### config.mk
export PLATFORM = sky130hd
export DESIGN_NAME = color_centroid_tracker
export DESIGN_NICKNAME = d
export VERILOG_FILES = /design/src/rtl/color_centroid_tracker.sv
export SDC_FILE = /design/constraint.sdc
export NUM_CORES = 1
export LEC_CHECK = 0
export ABC_AREA = 0
export ABC_CLOCK_PERIOD_IN_PS = 9700
export CAP_MARGIN = 20
export CELL_PAD_IN_SITES_DETAIL_PLACEMENT = 0
export CELL_PAD_IN_SITES_GLOBAL_PLACEMENT = 1
export CORE_ASPECT_RATIO = 1.75
export CORE_MARGIN = 2
export CORE_UTILIZATION = 47
export CTS_CLUSTER_DIAMETER = 200
export DETAILED_ROUTE_END_ITERATION = 10
export DONT_BUFFER_PORTS = 1
export PLACE_DENSITY_LB_ADDON = 0.15
export SLEW_MARGIN = 25
export SYNTH_ARGS = -nofsm -noshare
export SYNTH_HDL_FRONTEND = slang
export SYNTH_SLANG_ARGS = --single-unit
### constraint.sdc
create_clock -name clk -period 9.7 [get_ports clk]
set_input_delay 1.94 -clock clk [delete_from_list [all_inputs] [get_ports clk]]
set_output_delay 1.94 -clock clk [all_outputs]
set_load 0.01 [all_outputs]
### src/rtl/color_centroid_tracker.sv
// Colour centroid tracker.
// Classifies each valid pixel against a runtime RGB window and accumulates the
// x sum, y sum and hit count of matching pixels over a frame. At every falling
// edge of VS the accumulators are snapshotted and a restoring divider produces
// the centroid of the tracked colour for the overlay and servo stages.
module color_centroid_tracker #(
  parameter int POS_W      = 13,
  parameter int CNT_W      = 24,
  parameter int SUM_W      = POS_W + CNT_W,
  parameter int MIN_PIXELS = 16
) (
  input  logic             clk,
  input  logic             reset,
  input  logic             iVGA_VS,
  input  logic             iVGA_BLANK_N,
  input  logic [7:0]       iVGA_R,
  input  logic [7:0]       iVGA_G,
  input  logic [7:0]       iVGA_B,
  input  logic [POS_W-1:0] x_pos,
  input  logic [POS_W-1:0] y_pos,
  input  logic [7:0]       r_min,
  input  logic [7:0]       r_max,
  input  logic [7:0]       g_min,
  input  logic [7:0]       g_max,
  input  logic [7:0]       b_min,
  input  logic [7:0]       b_max,
  output logic [POS_W-1:0] centroid_x,
  output logic [POS_W-1:0] centroid_y,
  output logic [CNT_W-1:0] pixel_total,
  output logic             found,
  output logic             result_valid,
  output logic             busy
);

  localparam int               ITER_W    = $clog2(SUM_W + 1);
  localparam int               STEP_W    = CNT_W + SUM_W;
  localparam logic [CNT_W-1:0] MIN_CNT   = CNT_W'(MIN_PIXELS);
  localparam logic [CNT_W-1:0] CNT_MAX   = {CNT_W{1'b1}};
  localparam logic [CNT_W-1:0] CNT_ZERO  = {CNT_W{1'b0}};
  localparam logic [CNT_W-1:0] CNT_ONE   = CNT_W'(1);
  localparam logic [SUM_W-1:0] SUM_ZERO  = {SUM_W{1'b0}};
  localparam logic [ITER_W-1:0] ITER_FULL = ITER_W'(SUM_W);
  localparam logic [ITER_W-1:0] ITER_ONE  = ITER_W'(1);
  localparam logic [POS_W-1:0] POS_ZERO  = {POS_W{1'b0}};

  typedef enum logic [1:0] {
    IDLE = 2'd0,
    DIV  = 2'd1,
    DONE = 2'd2
  } state_t;

  // One restoring-division step. The numerator register holds the remaining
  // dividend bits at the top and collects quotient bits at the bottom, so after
  // SUM_W steps it contains the full quotient. The remainder always stays
  // below den, so CNT_W bits suffice between steps.
  function automatic logic [STEP_W-1:0] div_step(
    input logic [CNT_W-1:0] rem,
    input logic [SUM_W-1:0] num,
    input logic [CNT_W-1:0] den
  );
    logic [CNT_W:0] trial;
    logic [CNT_W:0] diff;
    logic           qbit;
    trial = {rem, num[SUM_W-1]};
    if (trial >= {1'b0, den}) begin
      diff = trial - {1'b0, den};
      qbit = 1'b1;
    end else begin
      diff = trial;
      qbit = 1'b0;
    end
    div_step = {diff[CNT_W-1:0], num[SUM_W-2:0], qbit};
  endfunction

  state_t              state_r;
  state_t              state_next_s;
  logic                vs_d_r;
  logic [SUM_W-1:0]    sum_x_r;
  logic [SUM_W-1:0]    sum_y_r;
  logic [CNT_W-1:0]    cnt_r;
  logic [SUM_W-1:0]    num_x_r;
  logic [SUM_W-1:0]    num_y_r;
  logic [CNT_W-1:0]    rem_x_r;
  logic [CNT_W-1:0]    rem_y_r;
  logic [CNT_W-1:0]    den_r;
  logic [ITER_W-1:0]   iter_r;

  logic                r_ok_s;
  logic                g_ok_s;
  logic                b_ok_s;
  logic                hit_s;
  logic                frame_end_s;
  logic                sat_s;
  logic                below_s;
  logic [STEP_W-1:0]   step_x_s;
  logic [STEP_W-1:0]   step_y_s;

  // An inverted window (min > max) can never satisfy both bounds, so it
  // naturally yields no hits.
  assign r_ok_s      = (iVGA_R >= r_min) && (iVGA_R <= r_max);
  assign g_ok_s      = (iVGA_G >= g_min) && (iVGA_G <= g_max);
  assign b_ok_s      = (iVGA_B >= b_min) && (iVGA_B <= b_max);
  assign hit_s       = iVGA_VS && iVGA_BLANK_N && r_ok_s && g_ok_s && b_ok_s;
  assign frame_end_s = vs_d_r && !iVGA_VS;
  assign sat_s       = (cnt_r == CNT_MAX);
  assign below_s     = (cnt_r < MIN_CNT) || (cnt_r == CNT_ZERO);
  assign step_x_s    = div_step(rem_x_r, num_x_r, den_r);
  assign step_y_s    = div_step(rem_y_r, num_y_r, den_r);

  // Delay VS for frame-end detection and accumulate matching pixels; a
  // saturated count freezes the sums too so they stay consistent with it.
  always_ff @(posedge clk) begin
    if (reset) begin
      vs_d_r  <= 1'b1;
      sum_x_r <= SUM_ZERO;
      sum_y_r <= SUM_ZERO;
      cnt_r   <= CNT_ZERO;
    end else begin
      vs_d_r <= iVGA_VS;
      if (frame_end_s) begin
        sum_x_r <= SUM_ZERO;
        sum_y_r <= SUM_ZERO;
        cnt_r   <= CNT_ZERO;
      end else if (hit_s && !sat_s) begin
        sum_x_r <= sum_x_r + {{(SUM_W-POS_W){1'b0}}, x_pos};
        sum_y_r <= sum_y_r + {{(SUM_W-POS_W){1'b0}}, y_pos};
        cnt_r   <= cnt_r + CNT_ONE;
      end else begin
        sum_x_r <= sum_x_r;
        sum_y_r <= sum_y_r;
        cnt_r   <= cnt_r;
      end
    end
  end

  // State register of the divide controller.
  always_ff @(posedge clk) begin
    if (reset) begin
      state_r <= IDLE;
    end else begin
      state_r <= state_next_s;
    end
  end

  // Next-state logic: frames below the hit threshold skip the divide.
  always_comb begin
    state_next_s = state_r;
    case (state_r)
      IDLE: begin
        if (frame_end_s) begin
          if (below_s) begin
            state_next_s = DONE;
          end else begin
            state_next_s = DIV;
          end
        end else begin
          state_next_s = IDLE;
        end
      end
      DIV: begin
        if (iter_r == ITER_ONE) begin
          state_next_s = DONE;
        end else begin
          state_next_s = DIV;
        end
      end
      DONE: begin
        state_next_s = IDLE;
      end
      default: begin
        state_next_s = IDLE;
      end
    endcase
  end

  // Snapshot, divider iterations and registered result outputs. Results are
  // loaded on the edge entering DONE so they are valid with result_valid.
  // A frame end outside IDLE is ignored here; its data is simply lost.
  always_ff @(posedge clk) begin
    if (reset) begin
      num_x_r      <= SUM_ZERO;
      num_y_r      <= SUM_ZERO;
      rem_x_r      <= CNT_ZERO;
      rem_y_r      <= CNT_ZERO;
      den_r        <= CNT_ZERO;
      iter_r       <= {ITER_W{1'b0}};
      centroid_x   <= POS_ZERO;
      centroid_y   <= POS_ZERO;
      pixel_total  <= CNT_ZERO;
      found        <= 1'b0;
      result_valid <= 1'b0;
      busy         <= 1'b0;
    end else begin
      result_valid <= 1'b0;
      case (state_r)
        IDLE: begin
          if (frame_end_s) begin
            num_x_r <= sum_x_r;
            num_y_r <= sum_y_r;
            rem_x_r <= CNT_ZERO;
            rem_y_r <= CNT_ZERO;
            den_r   <= cnt_r;
            iter_r  <= ITER_FULL;
            if (below_s) begin
              centroid_x   <= POS_ZERO;
              centroid_y   <= POS_ZERO;
              pixel_total  <= cnt_r;
              found        <= 1'b0;
              result_valid <= 1'b1;
              busy         <= 1'b0;
            end else begin
              busy <= 1'b1;
            end
          end
        end
        DIV: begin
          rem_x_r <= step_x_s[STEP_W-1:SUM_W];
          num_x_r <= step_x_s[SUM_W-1:0];
          rem_y_r <= step_y_s[STEP_W-1:SUM_W];
          num_y_r <= step_y_s[SUM_W-1:0];
          iter_r  <= iter_r - ITER_ONE;
          if (iter_r == ITER_ONE) begin
            centroid_x   <= step_x_s[POS_W-1:0];
            centroid_y   <= step_y_s[POS_W-1:0];
            pixel_total  <= den_r;
            found        <= (den_r >= MIN_CNT);
            result_valid <= 1'b1;
            busy         <= 1'b0;
          end
        end
        DONE: begin
          busy <= 1'b0;
        end
        default: begin
          busy <= 1'b0;
        end
      endcase
    end
  end

endmodule

==> summary.txt <==
Logic synthesis
  • Post-synth EDFFs: 0
  • Cell Area, Synth: 17800 um2
  • Primary FF master, synth: dfxtp_1
  • Post-synth ARST share: 0%
  • Yosys cell types: 71
  • Sequential fraction of the synthesis area: 34.4%
  • Synthesis Warnings: 0
  • Cells after Synth: 2257
  • Post-Syn Area per Cell: 7.87 um2
  • Syn Nets: 2489
  • Yosys reg bits: 305

Timing
  • Final min period: 4.31 ns
  • Relative slew margins: 29.4%
  • Setup TNS: 0 ns
  • Tcrit/Tclk final: 44.4%
  • Final hold vios: 0
  • Fmax: 0.232 GHz
  • Clock Skews: 0.00733 ns
  • Final setup vio count: 0
  • Slew Viols, Final: 0
  • RSZ-0062 raised after global routing: no
  • Least-Margin Pin Slew: 1.06 ns

Floorplan
  • Core area: 37400 um2
  • Initial cell density of the core: 47.5%
  • FP Rows: 94
  • Die height: 261 um
  • Die width: 151 um
  • Die Area: 39400 um2
  • Top Ports: 155

Worst setup path
  • FF-to-FF path depth: 10
  • Crit-path max FO: 62
  • CP required: 10.20 ns
  • RR Endpoint: rem_y_r[7]$_SDFFE_PP0P_
  • CP Cell Sequence: inv_1, ha_1, nand4_1, o31a_1, a31oi_1, nand4b_1, or3_2, buf_4, or4_1, a21oi_1
  • Crit path arrival time: 4.80 ns
  • CP top delay family: simple AND/OR/NAND/NOR gates
  • Kind of critical path: in -> reg
  • Reg2reg start: den_r[11]$_SDFFE_PP0P_
  • CP max stage cell: or4_1
  • Setup crit start kind: input pin
  • Critical Path End Type: flip-flop
  • Bufs and invs on worst path: 2
  • Crit path largest cell delay: 0.57 ns
  • R2R Setup Slk: 5.78 ns

Clock network
  • CTS Root Cell: clkbuf_16
  • H-tree depth: 1
  • Hold buffer count at CTS: 0
  • Worst skew pair latency: 0.58 ns
  • CTS resizes: 0
  • CTS tree: yes
  • CTS max path bufs: 3
  • CTS Sinks: 305
  • Clock slew at reported path FFs: 0.06 ns
  • Cts bufs inserted: 31
  • Setup bufs post-CTS: 0

Final layout
  • Most frequent cells in the layout: nand2_1 (358), dfxtp_1 (305), a21oi_1 (280), ha_1 (126), inv_1 (116)
  • Layout cells sized above 1: 4.70%
  • Area of the multi-input gates: 10700 um2
  • Layout area overhead: 6.94%
  • Design area: 19000 um2
  • Final-layout fill cell count: 3762
  • Commonest non-fill, non-tap cell in the layout: nand2_1
  • Final nets: 2399
  • Final Core Density: 50.8%
  • Reg area: 6110 um2

Place
  • GPL Wtd Cong: 0.881
  • Post-DP HPWL: 37400 um
  • Cell Area, Placed: 18000 um2
  • Port-buffer cells: 0

Routing
  • Via Count: 16200
  • DRC violation count after routing: 0
  • Final wirelength: 53000 um
  • Wire per inst: 19.8 um
  • Initial DRC Count: 724
  • Post-route ant nets: 0
  • Vias per inst: 6.08
  • DR pass1 iterations: 7

Status
  • Status: finished clean

Global routing
  • Overflow after GRT: 0
  • Layer with the highest usage: met2
  • First-pass GRT wire length: 83900 um
  • Met1 GRT Util: 28.1%
  • Vias in the first global route: 15900
  • Largest net degree at the start of global routing: 168
  • GRT Total Usage: 26.5%
  • Initial antenna violation count: 0
  • Met3 Usage GRT: 3.99%
  • Met2 Use GR: 49.9%

Power
  • P_leak: 6.87 nW
  • VDD IR max: 0.000119 V
  • P per Cell Area: 137 nW/um2
  • Total power: 2.61 mW

Min path
  • Hold path cells: 2
  • WHS Endpoint: num_x_r[12]$_SDFFE_PP0P_
  • Worst Hold Class: reg -> reg
  • Hold Path Origin: num_x_r[12]$_SDFFE_PP0P_

Job
  • Max cap viols: 0
Yosys cell counts, types with 12 or more instances:
| cell type | instances | area [um2] |
|---|---|---|
| nand3_1 | 72 | 360 |
| nor2b_1 | 15 | 93.8 |
| xnor2_1 | 31 | 272 |
| dfxtp_1 | 305 | 6110 |
| or3_1 | 17 | 106 |
| o211ai_1 | 12 | 90.1 |
| nor3_1 | 25 | 125 |
| mux2i_1 | 38 | 380 |
| ha_1 | 126 | 1580 |
| a22oi_1 | 76 | 571 |
| nor2_1 | 101 | 379 |
| a21o_1 | 27 | 203 |
| a31oi_1 | 14 | 87.6 |
| o21ai_0 | 85 | 425 |
| nor4_1 | 18 | 113 |
| o31ai_1 | 70 | 526 |
| a311oi_1 | 28 | 245 |
| inv_1 | 116 | 435 |
| and3_1 | 17 | 106 |
| a21oi_1 | 280 | 1400 |
| nand2b_1 | 13 | 81.3 |
| nand2_1 | 359 | 1350 |
| nand4_1 | 31 | 194 |
| o21a_1 | 23 | 173 |
| a211oi_1 | 13 | 97.6 |
| xor2_1 | 18 | 158 |
| clkbuf_1 | 129 | 484 |
| or4_1 | 64 | 480 |
how the worst max path moves through the flow:
stage                                     to  cells past startpoint      from  slack [ns]
CTS                   cnt_r[23]$_SDFFE_PP0P_                     10  b_max[3]        5.43
floorplan           sum_y_r[16]$_SDFFE_PP0P_                     12  y_pos[0]        5.08
detailed placement    cnt_r[23]$_SDFFE_PP0P_                     10  b_max[3]        4.83
global route          cnt_r[23]$_SDFFE_PP0P_                     10  b_max[3]        5.20
global placement    sum_y_r[15]$_SDFFE_PP0P_                     10  b_min[7]        4.88
finish                cnt_r[23]$_SDFFE_PP0P_                     10  b_max[3]        5.39
report_power, final:
part	switching, mW	internal [mW]	total, mW
combinational	0.0927	0.0432	0.136
clock	0.531	0.671	1.20
sequential	0.0123	1.26	1.27
worst register-to-register path, delay by kind of cell (launching register included):
family                   cells  cell delay [ns]
AO/OA/AOI/OAI                4             1.09
adder cells (fa/ha/maj)      1             0.43
buffers and inverters        1             0.21
flip-flops                   1             0.42
multiplexers                 1             0.40
AND/OR/NAND/NOR              3             1.25
cell type report:
cell class	instances	share of cell area, %
clock buffers	38	4.43
flip-flops and latches	305	32.1
well taps	480	3.16
diodes	1	0.0132
multi-input cells	1691	56.2
repair buffers	22	0.889
clock inverters	18	0.856
inverters	116	2.29
metal layers:
layer | wire length, um | vias up | share of wire, %
met4 | 2850 | 0 | 5.4
met3 | 2230 | 101 | 4.2
li1 | - | 8040 | -
met1 | 19800 | 7810 | 37
met2 | 28100 | 292 | 53
met5 | 0 | - | 0
logic make-up (layout without fill, tap and decap cells):
group / after synthesis / in the layout / share of synthesized area [%]
AND/OR/NAND/NOR: 775 / 775 / 21.0
AO/OA/AOI/OAI: 699 / 699 / 24.9
flip-flops: 305 / 305 / 34.4
buffers and inverters: 261 / 194 / 5.86
adder cells (fa/ha/maj): 130 / 130 / 9.32
XOR/XNOR: 49 / 49 / 2.41
multiplexers: 38 / 38 / 2.14
other: 0 / 1 / 0
registers in the layout, indices dropped and copies added, names as in the netlist:
signal,count
num_x_r,37
num_y_r,37
sum_x_r,37
sum_y_r,37
cnt_r,24
den_r,24
pixel_total,24
rem_x_r,24
rem_y_r,24
centroid_x,13
centroid_y,13
iter_r,6
state_r,2
busy,1
found,1
vs_d_r,1
stage by stage:
step | std cells | worst slack (ns) | hold WS, ns
floorplan | 2257 | 5.08 | 0.425
global placement | 2614 | 4.88 | 0.439
detailed placement | 2614 | 4.83 | 0.443
CTS | 2670 | 5.43 | 0.453
global route | 2670 | 5.20 | 0.466
finish | 2671 | 5.39 | 0.453
Power figures use the tool's default switching activity.
